===== config.mk =====
export PLATFORM = sky130hd
export DESIGN_NAME = basic_system_ocram_arbiter
export DESIGN_NICKNAME = d
export VERILOG_FILES = /design/src/rtl/basic_system_ocram_pkg.sv /design/src/rtl/basic_system_ocram_rr_pick.sv /design/src/rtl/basic_system_ocram_arbiter.sv
export SDC_FILE = /design/constraint.sdc
export NUM_CORES = 1
export LEC_CHECK = 0
export ABC_CLOCK_PERIOD_IN_PS = 2500
export CORE_UTILIZATION = 24
export CTS_CLUSTER_SIZE = 40
export DETAILED_ROUTE_END_ITERATION = 8
export GPL_TIMING_DRIVEN = 1
export MAX_ROUTING_LAYER = met4
export PLACE_DENSITY = 0.83
export SLEW_MARGIN = 40
export SYNTH_ARGS = -nofsm -noshare
export SYNTH_HDL_FRONTEND = slang
export SYNTH_HIERARCHICAL = 1
export SYNTH_SLANG_ARGS = --single-unit

===== constraint.sdc =====
create_clock -name clk -period 2.5 [get_ports clk]
set_input_delay 0.5 -clock clk [delete_from_list [all_inputs] [get_ports clk]]
set_output_delay 0.5 -clock clk [all_outputs]
set_load 0.02 [all_outputs]

===== src/rtl/basic_system_ocram_pkg.sv =====
// =====================================================================
// basic_system_ocram_pkg: shared widths and types for the OCRAM arbiter
// Revision: 1.0
// =====================================================================
`timescale 1ns/1ps
`default_nettype none

package basic_system_ocram_pkg;

  localparam int ADDR_W_DEF = 13;
  localparam int DATA_W_DEF = 16;
  localparam int CNT_W      = 4;

  typedef enum logic {
    PORT0 = 1'b0,
    PORT1 = 1'b1
  } port_e;

endpackage

`default_nettype wire


===== src/rtl/basic_system_ocram_rr_pick.sv =====
// =====================================================================
// basic_system_ocram_rr_pick: weighted round-robin grant for two ports
// Revision: 1.0
// =====================================================================
`timescale 1ns/1ps
`default_nettype none

module basic_system_ocram_rr_pick
  import basic_system_ocram_pkg::*;
#(
  parameter int QUANTUM = 4
) (
  input  logic [1:0]       req_i,
  input  port_e            last_owner_i,
  input  logic [CNT_W-1:0] grant_cnt_i,
  output logic [1:0]       grant_o
);

  localparam logic [CNT_W-1:0] QUANTUM_C = CNT_W'(QUANTUM);

  logic keep;
  logic [1:0] owner_oh;

  // A zero count means nobody currently owns the RAM, so the port after last_owner wins.
  assign keep     = (grant_cnt_i != '0) && (grant_cnt_i < QUANTUM_C);
  assign owner_oh = (last_owner_i == PORT1) ? 2'b10 : 2'b01;

  always_comb begin
    grant_o = 2'b00;
    case (req_i)
      2'b01:   grant_o = 2'b01;
      2'b10:   grant_o = 2'b10;
      2'b11:   grant_o = keep ? owner_oh : ~owner_oh;
      default: grant_o = 2'b00;
    endcase
  end

endmodule

`default_nettype wire


===== src/rtl/basic_system_ocram_arbiter.sv =====
// =====================================================================
// basic_system_ocram_arbiter: two-master Avalon-MM front end for OCRAM
// Revision: 1.0
// =====================================================================
`timescale 1ns/1ps
`default_nettype none

module basic_system_ocram_arbiter
  import basic_system_ocram_pkg::*;
#(
  parameter int ADDR_W  = ADDR_W_DEF,
  parameter int DATA_W  = DATA_W_DEF,
  parameter int QUANTUM = 4
) (
  input  logic                clk,
  input  logic                reset_n,
  input  logic [ADDR_W-1:0]   s0_address,
  input  logic [DATA_W/8-1:0] s0_byteenable,
  input  logic                s0_read,
  input  logic                s0_write,
  input  logic [DATA_W-1:0]   s0_writedata,
  output logic                s0_waitrequest,
  output logic [DATA_W-1:0]   s0_readdata,
  output logic                s0_readdatavalid,
  input  logic [ADDR_W-1:0]   s1_address,
  input  logic [DATA_W/8-1:0] s1_byteenable,
  input  logic                s1_read,
  input  logic                s1_write,
  input  logic [DATA_W-1:0]   s1_writedata,
  output logic                s1_waitrequest,
  output logic [DATA_W-1:0]   s1_readdata,
  output logic                s1_readdatavalid,
  output logic [ADDR_W-1:0]   ram_address,
  output logic [DATA_W/8-1:0] ram_byteenable,
  output logic                ram_chipselect,
  output logic                ram_write,
  output logic [DATA_W-1:0]   ram_writedata,
  output logic                ram_clken,
  input  logic [DATA_W-1:0]   ram_readdata
);

  localparam logic [CNT_W-1:0] QUANTUM_C = CNT_W'(QUANTUM);

  port_e            last_owner_q, last_owner_d;
  logic [CNT_W-1:0] grant_cnt_q, grant_cnt_d;
  logic             rd_pend_q, rd_pend_d;
  port_e            rd_port_q, rd_port_d;

  logic [1:0] req;
  logic [1:0] grant;
  logic       granted;
  port_e      winner;
  logic       sel_read;
  logic       sel_write;
  logic       rd_fire;

  // Requests are masked in reset so both ports stall and the RAM stays deselected.
  assign req = {s1_read | s1_write, s0_read | s0_write} & {2{reset_n}};

  basic_system_ocram_rr_pick #(
    .QUANTUM (QUANTUM)
  ) u_rr_pick (
    .req_i        (req),
    .last_owner_i (last_owner_q),
    .grant_cnt_i  (grant_cnt_q),
    .grant_o      (grant)
  );

  assign granted   = |grant;
  assign winner    = grant[1] ? PORT1 : PORT0;
  assign sel_read  = grant[1] ? s1_read  : s0_read;
  assign sel_write = grant[1] ? s1_write : s0_write;
  assign rd_fire   = granted & sel_read & ~sel_write;

  assign ram_address    = grant[1] ? s1_address    : s0_address;
  assign ram_byteenable = grant[1] ? s1_byteenable : s0_byteenable;
  assign ram_writedata  = grant[1] ? s1_writedata  : s0_writedata;
  assign ram_chipselect = granted;
  assign ram_write      = granted & sel_write;
  assign ram_clken      = reset_n;

  assign s0_waitrequest   = ~grant[0];
  assign s1_waitrequest   = ~grant[1];
  assign s0_readdata      = ram_readdata;
  assign s1_readdata      = ram_readdata;
  assign s0_readdatavalid = rd_pend_q & (rd_port_q == PORT0);
  assign s1_readdatavalid = rd_pend_q & (rd_port_q == PORT1);

  always_comb begin
    last_owner_d = last_owner_q;
    grant_cnt_d  = grant_cnt_q;
    rd_pend_d    = rd_fire;
    rd_port_d    = rd_port_q;
    if (granted) begin
      if (winner == last_owner_q) begin
        grant_cnt_d = (grant_cnt_q >= QUANTUM_C) ? QUANTUM_C : grant_cnt_q + 1'b1;
      end else begin
        last_owner_d = winner;
        grant_cnt_d  = CNT_W'(1);
      end
    end else begin
      grant_cnt_d = '0;
    end
    if (rd_fire) begin
      rd_port_d = winner;
    end
  end

  always_ff @(posedge clk or negedge reset_n) begin
    if (!reset_n) begin
      last_owner_q <= PORT1;
      grant_cnt_q  <= '0;
      rd_pend_q    <= 1'b0;
      rd_port_q    <= PORT0;
    end else begin
      last_owner_q <= last_owner_d;
      grant_cnt_q  <= grant_cnt_d;
      rd_pend_q    <= rd_pend_d;
      rd_port_q    <= rd_port_d;
    end
  end

endmodule

`default_nettype wire


==> impl_metrics.ini <==
[status]
outcome = finished, violations left
violations = setup timing

[floorplanning]
die_x_um = 67.9
core-area_mm2 = 0.00409
start_util_pct = 25.5
dieHeight_um = 67.9
die_area_mm2 = 0.00460
rows = 23
io_pins = 154

[job]
maxCapViolations = 0

[synth]
synth_xor_xnor_area_share_pct = 0
synth_seq_cells = 7
syn_inst = 110
synthMuxAreaShare_pct = 34.6
synth_compound_area_share_pct = 7.69
synthAdderAreaFrac_pct = 1.20
syn_area_mm2 = 0.00104
synth_nets = 195
synth_top_family_by_area = multiplexers
yosys.area_share.simple_pct = 10.7
ys_seq_area_share_pct = 16.9
synth_area_per_cell_um2 = 9.46
synth.distinct_cells = 27
synth_warnings = 6

[clock_tree]
ctsRootBufferMaster = clkbuf_8
clock-sinks = 7
clk_latency_ns = 0.23
cts_max_path_buffers = 2
cts_tree = yes
h-tree-depth = 1
cts_hold_buffers = 0
cts_buffers = 3
clk_pin_slew_worst_paths_ns = 0.05

[final_layout]
fill_cells = 338
seq_area_um2 = 176
multiInputGateArea_um2 = 714
area_growth_syn_to_layout_pct = 139
final_util_pct = 60.9
fin_nets = 306
layout-drive-gt1-share_pct = 55.5
diodes = 0

[detailed_routing]
drtIter0Drc = 27
firstDrtPassIters = 4
vias = 1206
ant_nets = 0
routed_via_density = 4.47
routedWlPerCell_um = 15.3
drc = 0
drt_wl_total_um = 4130

[power_and_ir_drop]
p_leak_nw = 1.15
powerDensity_mw_per_mm2 = 463
vdd_drop_max_mv = 0.210

[timing]
timing.hold.ws_ns = 0.170
finalCritPeriodShare_pct = 105
max_freq_ghz = 0.380
finalClockSkew_ns = 0.00929
hold_violations = 0
final-setup-viol-count = 31
drv_slew = 0
fin_ws_ns = -0.128
rsz0062_at_grt = yes
min_period_ns = 2.63

[setup_path]
crit_required_ns = 2.00
setup.worst_path.start_class = flop
cp_common_cell = buf_6
rr_startpoint = grant_cnt_q[3]
path_cells = nor2_4 > o311a_4 > nor3_4 > buf_6 > buf_12 > buf_8 > mux2_4 > buf_6
worstSetupPathType = reg2out
r2r_slack_ns = 0.41
r2r_cells = 10
slowest_stage = dfrtp_1
cp_slowest_stage_delay_ns = 0.39
r2r-end = grant_cnt_q[2]
end_kind = output port
critPathArrivalTime_ns = 2.13
critPathMaxFanout = 6

[placement]
gp_congestion = 0.782
dp_hpwl_um = 2730
post-place-ws_ns = -0.796
port_buffers = 105

[grt]
grt_pass1_vias = 1193
grt_max_degree = 9
grt.total_usage_pct = 16.9
grt_overflow_total = 0
antenna_found_initial = 0
grt_pass1_wl_um = 5580

[worst_hold_path]
min_path_type = in2async
state kept, by name (all words and copies together), names as in the netlist:
signal and count:
grant_cnt_q 4, last_owner_q 1, rd_pend_q 1, rd_port_q 1
Yosys cell counts:
cell type  count  share of area, %
mux2_2        28                30
nand3b_1       1              0.72
nand2_1        4               1.4
nor2_4         1               1.1
o311a_1        1              0.96
a21o_1         1              0.72
a21oi_1        2              0.96
nor2b_1        2               1.2
nand2b_1       1              0.60
buf_6          2               2.2
nor4b_2        1               1.4
conb_1         1              0.36
inv_1          3               1.1
mux2_4         3               4.3
nor3_1         2              0.96
ha_1           1               1.2
dfstp_2        1               2.5
buf_4         35                25
nor4_1         1              0.60
a211o_1        1              0.84
nor2_1         4               1.4
dfrtp_1        6                14
o21ai_0        2              0.96
o32a_1         1              0.96
a21oi_2        1              0.84
o21a_1         2               1.4
and2_1         2               1.2
metal layers:
metal | share of wire, % | track usage, % | vias to the layer above | wire length [um]
li1 | - | - | 565 | -
met1 | 34 | 17.9 | 576 | 1420
met2 | 58 | 31.8 | 60 | 2400
met3 | 6.6 | 4.17 | 5 | 273
met4 | 0.82 | 2.86 | 0 | 34
met5 | 0 | - | - | 0
per-stage QoR:
step	power [mW]	std cells	setup TNS (ns)	instance area, um^2
after floorplan	0.520	110	0	1040
after CTS	1.05	265	-2.38	2270
final	1.15	270	-2.32	2490
after global routing	1.22	270	-5.12	2490
after global placement	0.757	243	-24.97	2000
after detailed placement	0.767	243	-27.14	2000
kinds of logic (layout without fill, tap and decap cells):
group | after synthesis | in the layout
buffers and inverters | 40 | 150
adder cells (fa/ha/maj) | 1 | 1
flip-flops | 7 | 7
multiplexers | 31 | 31
other | 1 | 1
AND/OR/NAND/NOR | 19 | 19
AO/OA/AOI/OAI | 11 | 11
repair_timing:
item	4_1_cts	5_1_grt
pin swaps	4	8
resized for setup	211	66
endpoints found under the setup margin	35	35
setup buffers	15	6
gates cloned	3	0
power by group:
part	internal, mW	switching, mW	total [mW]
Combinational	0.512	0.323	0.835
Sequential	0.137	0.0185	0.156
Clock	0.108	0.0531	0.161
Total	0.758	0.394	1.15
worst max path at each step:
stage                         startpoint          endpoint  cells past startpoint
after CTS                 grant_cnt_q[3]    ram_address[4]                      7
after detailed placement         reset_n  ram_writedata[0]                      8
after floorplan                 s0_write         ram_write                      7
after global routing      grant_cnt_q[0]    ram_address[4]                      8
after global placement          s0_write  ram_writedata[1]                      7
final                     grant_cnt_q[0]    ram_address[4]                      8
area by class of cell:
| type | count | share of cell area, % |
|---|---|---|
| clock buffers | 3 | 1.66 |
| clock inverters | 1 | 0.201 |
| inverters | 3 | 0.452 |
| multi-input cells | 63 | 28.7 |
| flip-flops and latches | 7 | 7.09 |
| well taps | 50 | 2.51 |
| repair buffers | 143 | 59.4 |
cells in the final DEF, fill, tap and decap left out, types with 3 or more instances in the layout:
cell             count
mux2_4              28
dfrtp_1              6
buf_6               43
buf_8                4
mux2_2               3
nand2_1              4
nor2_1               3
clkdlybuf4s50_1     65
buf_4               24
clkbuf_8             3
critical path, delay by kind of cell, from the launching register on:
| kind | cells | cell delay (ns) |
|---|---|---|
| flops | 1 | 0.39 |
| compound gates | 1 | 0.36 |
| simple gates | 2 | 0.30 |
| mux | 1 | 0.31 |
| buf+inv | 4 | 0.53 |
(Power assumes the default switching activity.)
